File: config.mk
export PLATFORM = sky130hd
export DESIGN_NAME = multicycle_divider
export DESIGN_NICKNAME = d
export VERILOG_FILES = /design/src/rtl/multicycle_divider_pkg.sv /design/src/rtl/leading_zero_count.sv /design/src/rtl/multicycle_divider.sv
export SDC_FILE = /design/constraint.sdc
export NUM_CORES = 1
export LEC_CHECK = 0
export BUFFER_PORTS_ARGS = -buffer_cell sky130_fd_sc_hd__buf_4
export CAP_MARGIN = 10
export CORE_MARGIN = 5
export CORE_UTILIZATION = 45
export CTS_BUF_LIST = sky130_fd_sc_hd__clkbuf_8
export DETAILED_ROUTE_END_ITERATION = 7
export GPL_ROUTABILITY_DRIVEN = 0
export SYNTH_ARGS = -nofsm -noshare
export SYNTH_HDL_FRONTEND = slang
export SYNTH_SLANG_ARGS = --single-unit
File: constraint.sdc
create_clock -name clk_i -period 6.7 [get_ports clk_i]
set_input_delay 0.67 -clock clk_i [delete_from_list [all_inputs] [get_ports clk_i]]
set_output_delay 0.67 -clock clk_i [all_outputs]
set_load 0.05 [all_outputs]
File: src/rtl/multicycle_divider_pkg.sv
// Shared definitions for the iterative divider: op encodings, FSM states and counter sizing.
`timescale 1ns/1ps
package multicycle_divider_pkg;

    localparam int unsigned XLEN_DEFAULT  = 32;
    localparam int unsigned CNT_W_DEFAULT = $clog2(XLEN_DEFAULT);

    // funct3[1:0] of the RV32M divide group
    localparam logic [1:0] OP_DIV  = 2'b00;
    localparam logic [1:0] OP_DIVU = 2'b01;
    localparam logic [1:0] OP_REM  = 2'b10;
    localparam logic [1:0] OP_REMU = 2'b11;

    typedef enum logic [1:0] {
        ST_IDLE  = 2'd0,
        ST_CALC  = 2'd1,
        ST_FIXUP = 2'd2,
        ST_DONE  = 2'd3
    } state_e;

    function automatic int unsigned cnt_width(input int unsigned xlen);
        return $clog2(xlen);
    endfunction

endpackage

File: src/rtl/leading_zero_count.sv
// Combinational leading-zero counter; only built when DIV_EARLY_OUT_EN is defined.
`ifdef DIV_EARLY_OUT_EN
`timescale 1ns/1ps
module leading_zero_count #(
    parameter int unsigned XLEN = 32
) (
    input  logic [XLEN-1:0]       value_i,
    output logic [$clog2(XLEN):0] count_o
);

    localparam int unsigned LZ_W = $clog2(XLEN) + 1;

    logic found;

    // Scan from the MSB; the first set bit fixes the count, all-zero yields XLEN.
    always_comb begin
        count_o = LZ_W'(XLEN);
        found   = 1'b0;
        for (int i = int'(XLEN) - 1; i >= 0; i--) begin
            if (!found && value_i[i]) begin
                count_o = LZ_W'(int'(XLEN) - 1 - i);
                found   = 1'b1;
            end
        end
    end

endmodule
`endif

File: src/rtl/multicycle_divider.sv
// Iterative restoring divider (DIV/DIVU/REM/REMU) with start/busy/done/ack handshake and flush.
// Build option DIV_EARLY_OUT_EN skips the leading zero quotient bits of small dividends.
`timescale 1ns/1ps
module multicycle_divider
    import multicycle_divider_pkg::*;
#(
    parameter int unsigned XLEN = XLEN_DEFAULT
) (
    input  logic            clk_i,
    input  logic            reset_i,
    input  logic            start_i,
    input  logic [1:0]      op_i,
    input  logic [XLEN-1:0] dividend_i,
    input  logic [XLEN-1:0] divisor_i,
    input  logic            flush_i,
    input  logic            ack_i,
    output logic            busy_o,
    output logic            done_o,
    output logic [XLEN-1:0] result_o
);

    localparam int unsigned     CNT_W   = cnt_width(XLEN);
    localparam logic [XLEN-1:0] INT_MIN = {1'b1, {(XLEN-1){1'b0}}};

    state_e            state_q, state_d;
    logic [CNT_W-1:0]  cnt_q, cnt_d;
    logic [XLEN-1:0]   a_q, a_d, b_q, b_d, r_q, r_d, q_q, q_d;
    logic [XLEN-1:0]   result_q, result_d;
    logic              is_rem_q, is_rem_d, neg_quo_q, neg_quo_d, neg_rem_q, neg_rem_d;
    logic              busy_q, busy_d, done_q, done_d;

    logic              signed_op_c, a_neg_c, b_neg_c, ovf_c, accept_c, ge_c;
    logic [XLEN-1:0]   a_abs_c, b_abs_c;
    logic [XLEN:0]     r_prime_c;
    logic [CNT_W-1:0]  cnt_init_c;

    assign signed_op_c = ~op_i[0];
    assign a_neg_c     = signed_op_c & dividend_i[XLEN-1];
    assign b_neg_c     = signed_op_c & divisor_i[XLEN-1];
    assign a_abs_c     = a_neg_c ? -dividend_i : dividend_i;
    assign b_abs_c     = b_neg_c ? -divisor_i  : divisor_i;
    assign ovf_c       = signed_op_c && (dividend_i == INT_MIN) && (divisor_i == '1);
    assign accept_c    = start_i && !flush_i &&
                         ((state_q == ST_IDLE) || ((state_q == ST_DONE) && ack_i));

    // One restoring step: shift in the next dividend bit and trial-subtract.
    assign r_prime_c   = {r_q, a_q[cnt_q]};
    assign ge_c        = r_prime_c >= {1'b0, b_q};

`ifdef DIV_EARLY_OUT_EN
    localparam int unsigned LZ_W = CNT_W + 1;
    logic [LZ_W-1:0] lz_c;

    leading_zero_count #(.XLEN(XLEN)) u_lzc (
        .value_i (a_abs_c),
        .count_o (lz_c)
    );

    assign cnt_init_c = CNT_W'(LZ_W'(XLEN - 1) - lz_c);
`else
    assign cnt_init_c = CNT_W'(XLEN - 1);
`endif

    always_comb begin
        state_d   = state_q;
        cnt_d     = cnt_q;
        a_d       = a_q;
        b_d       = b_q;
        r_d       = r_q;
        q_d       = q_q;
        result_d  = result_q;
        is_rem_d  = is_rem_q;
        neg_quo_d = neg_quo_q;
        neg_rem_d = neg_rem_q;

        unique case (state_q)
            ST_CALC: begin
                q_d = {q_q[XLEN-2:0], ge_c};
                r_d = ge_c ? XLEN'(r_prime_c - {1'b0, b_q}) : r_prime_c[XLEN-1:0];
                if (cnt_q == '0) begin
                    state_d = ST_FIXUP;
                end else begin
                    cnt_d = cnt_q - CNT_W'(1);
                end
            end
            ST_FIXUP: begin
                result_d = is_rem_q ? (neg_rem_q ? -r_q : r_q)
                                    : (neg_quo_q ? -q_q : q_q);
                state_d  = ST_DONE;
            end
            ST_DONE: begin
                if (ack_i) state_d = ST_IDLE;
            end
            default: ;
        endcase

        // Launch a new operation; special cases resolve straight to DONE.
        if (accept_c) begin
            a_d       = a_abs_c;
            b_d       = b_abs_c;
            r_d       = '0;
            q_d       = '0;
            cnt_d     = cnt_init_c;
            is_rem_d  = op_i[1];
            neg_quo_d = (op_i == OP_DIV) && (a_neg_c != b_neg_c);
            neg_rem_d = (op_i == OP_REM) && a_neg_c;
            if (divisor_i == '0) begin
                result_d = op_i[1] ? dividend_i : '1;
                state_d  = ST_DONE;
            end else if (ovf_c) begin
                result_d = op_i[1] ? '0 : INT_MIN;
                state_d  = ST_DONE;
`ifdef DIV_EARLY_OUT_EN
            end else if (a_abs_c == '0) begin
                result_d = '0;
                state_d  = ST_DONE;
`endif
            end else begin
                state_d  = ST_CALC;
            end
        end

        if (flush_i) begin
            state_d  = ST_IDLE;
            result_d = result_q;
        end

        busy_d = (state_d == ST_CALC) || (state_d == ST_FIXUP);
        done_d = (state_d == ST_DONE);
    end

    always_ff @(posedge clk_i or posedge reset_i) begin
        if (reset_i) begin
            state_q   <= ST_IDLE;
            cnt_q     <= '0;
            a_q       <= '0;
            b_q       <= '0;
            r_q       <= '0;
            q_q       <= '0;
            result_q  <= '0;
            is_rem_q  <= 1'b0;
            neg_quo_q <= 1'b0;
            neg_rem_q <= 1'b0;
            busy_q    <= 1'b0;
            done_q    <= 1'b0;
        end else begin
            state_q   <= state_d;
            cnt_q     <= cnt_d;
            a_q       <= a_d;
            b_q       <= b_d;
            r_q       <= r_d;
            q_q       <= q_d;
            result_q  <= result_d;
            is_rem_q  <= is_rem_d;
            neg_quo_q <= neg_quo_d;
            neg_rem_q <= neg_rem_d;
            busy_q    <= busy_d;
            done_q    <= done_d;
        end
    end

    assign busy_o   = busy_q;
    assign done_o   = done_q;
    assign result_o = result_q;

endmodule

==> impl_metrics.ini <==
[status]
result_of_the_run = complete, no violations

[clocking]
clockRootBuffer = clkbuf_8
postCtsSetupBuffers = 0
cts_buffers = 17
clock_tree.buffer_depth = 2
cts_tree = yes
clk_latency_ns = 0.48
numClockSinks = 172
clkSlewWorstSetupHoldPaths_ns = 0.11
cts-htree-levels = 4
cts_repair_resize_count = 0
cts_hold_buf = 0

[floorplanning]
floorplan.io_pins = 105
die_height_um = 175
die_area_mm2 = 0.0306
placeableCoreArea_mm2 = 0.0269
num_rows = 60
die-width_um = 175
floorplan.initialDensity = 0.456

[synth]
synthesis.area_mm2 = 0.0122
synthDominantCellAreaShare = 0.351
synth_most_common_cell = nand2_1
ys_seq_area_frac = 0.351
ys_types = 66
yosys_register_bits = 172
ys_top_cells_by_count = nand2_1, dfrtp_1, o21ai_0, a21oi_1, xnor2_1
most_frequently_used_flop_master_after_synthesis = dfrtp_1
post_synth.cell_area_avg_um2 = 8.25
ys.warnings.count = 0
syn-instance-count = 1484
synth_edf_count = 0
asyncSetResetFlopFracSynth = 1.00
synth.net_count = 1597
netlist_top_cells_area = dfrtp_1, nand2_1, o21ai_0, xnor2_1, a21oi_1
synth_largest_area_cell = dfrtp_1

[drt]
route.final.wire_length_um = 36300
detailroute.via_count = 11000
drt_pass1_iterations = 5
route.antenna.remaining_nets = 0
drt_iter0_markers = 963
vias_per_cell = 5.85
wl_per_cell_um = 19.3
remaining_drc_errors = 0

[layout]
post_synthesis_to_final_layout_area_growth_pct = 11.1
instances_no_fill = 1885
share_of_cells_above_drive_strength_1 = 0.115
num-fill-cells = 2648
final_area_mm2 = 0.0136
antenna-diode-count = 0
final_nets = 1644

[worst_setup_path]
crit_path_end_kind = register
cp_required_ns = 7.05
timing.critical_path.fanout_max = 11
critPathKind = register to register
crit_arrival_ns = 5.40
startpoint_type = register

[global_route]
grt_overflow_total = 0
grt.total_usage = 0.238
antenna_found_initial = 0
grt_max_degree = 103
first_global_vias = 10800
grt_first_pass_wirelength_um = 58700

[pwr]
p_int_uw = 2490
fraction_of_power_spent_switching_nets = 0.453
share_seq_of_total_power = 0.330
total_leakage_power_uw = 0.00602
share_comb_of_total_power = 0.506
power.ir.vdd_worst_mv = 0.189
clockPowerShare = 0.163
power.net_switching_uw = 2070
power.density_mw_per_mm2 = 335

[timing]
setup-violations-final = 0
fmax_mhz = 198
layout_min_cycle_time_ns = 5.04
slew_headroom = 0.272
fin_worst_skew_ns = 0.0213
worst-slew-pin-transition_ns = 1.07
final_hold_viol_count = 0
grt_setup_unrepaired = no
fin_crit_sh = 0.753
final_max_slew_viol_count = 0
setup_tns_ns = 0
finalWorstSetupSlack_ns = 1.66

[worst_hold_path]
hp-class = input port to asynchronous set/reset pin

[run]
cap_violations = 0

[place]
place_worst_setup_slack_ns = 1.71
dpl.hpwl_um = 27400
placed_cells_incl_taps = 1853
numPortBuffers = 104
post_dp_area_mm2 = 0.0132
## worst max-delay path, cell delays in order, from the launching register on
cell	delay, ns
dfrtp_1	0.74
mux4_2	0.58
mux4_2	0.51
mux2i_1	0.38
ha_1	0.23
inv_1	0.05
fa_1	0.41
a211oi_1	0.25
o21ai_0	0.25
o2111a_1	0.33
o31a_1	0.40
o21ai_0	0.34
o21ai_0	0.18
xnor2_1	0.17
o211ai_1	0.09
## layout make-up
type                            count  area, um2  share of cell area
Timing Repair Buffer              114        856              0.0629
Clock buffer                       18        248              0.0182
Tap cell                          341        427              0.0313
Clock inverter                     14        144              0.0106
Inverter                           84        320              0.0235
Multi-Input combinational cell   1142       7310               0.537
Sequential cell                   172       4300               0.316
## sequential cells by signal, indices dropped and copies added (netlist names)
signal,flops
neg_rem_q,1
q_q,32
r_q,32
busy_o,1
done_o,1
is_rem_q,1
state_q,2
result_o,32
a_q,32
cnt_q,5
b_q,32
neg_quo_q,1
## routing by layer
metal / vias up / routed length, um / global-route usage
li1: 5353 / - / -
met5: - / 0 / 0
met1: 5257 / 16400 / 0.323
met2: 348 / 17100 / 0.393
met3: 66 / 1800 / 0.0333
met4: 0 / 1060 / 0.0812
## placed cells by master, fill, tap and decap left out, types with 35 or more instances in the layout
cell / n
o21ai_0: 161
inv_1: 83
xnor2_1: 85
buf_4: 114
nor2_1: 52
o31ai_1: 36
dfrtp_1: 172
nand3_1: 35
nand2_1: 239
xor2_1: 67
ha_1: 41
a21oi_1: 124
## stage by stage
| stage | util | power [uW] | hold slack, ns |
|---|---|---|---|
| finish | 0.506 | 4560 | 0.354 |
| global route | 0.506 | 4910 | 0.429 |
| CTS | 0.506 | 4550 | 0.403 |
| detailed placement | 0.492 | 3800 | 0.466 |
| global placement | 0.492 | 3770 | 0.459 |
| floorplan | - | 3220 | 0.445 |
## kinds of logic after synthesis
kind of cell | synth area share
simple gates | 0.177
mux | 0.0413
xor+xnor | 0.109
flops | 0.351
compound gates | 0.223
fa+ha+maj | 0.0435
buf+inv | 0.0544
## final timing paths
kind | from | to | slack [ns] | cells after the start
worst max-delay path | cnt_q[0]$_DFFE_PP0P_ | r_q[30]$_DFFE_PP0P_ | 1.66 | 14
max in group asynchronous | reset_i | q_q[28]$_DFFE_PP0P_ | 4.84 | 3
worst min-delay path | reset_i | a_q[5]$_DFFE_PP0P_ | 0.35 | 2
min in group clk_i | divisor_i[1] | b_q[1]$_DFFE_PP0P_ | 0.48 | 3
worst max register to register | cnt_q[0]$_DFFE_PP0P_ | r_q[30]$_DFFE_PP0P_ | 1.66 | 14
worst min register to register | a_q[11]$_DFFE_PP0P_ | a_q[11]$_DFFE_PP0P_ | 0.48 | 2
## power by group through the flow
stage | Clock (uW) | Combinational, uW | Sequential, uW
2_1_floorplan | 0 | 1810 | 1410
3_3_place_gp | 0 | 2250 | 1520
3_5_place_dp | 0 | 2280 | 1520
4_1_cts | 761 | 2290 | 1500
5_1_grt | 806 | 2570 | 1540
6_report | 746 | 2310 | 1510
No activity file was read; power rests on OpenSTA's default activity.
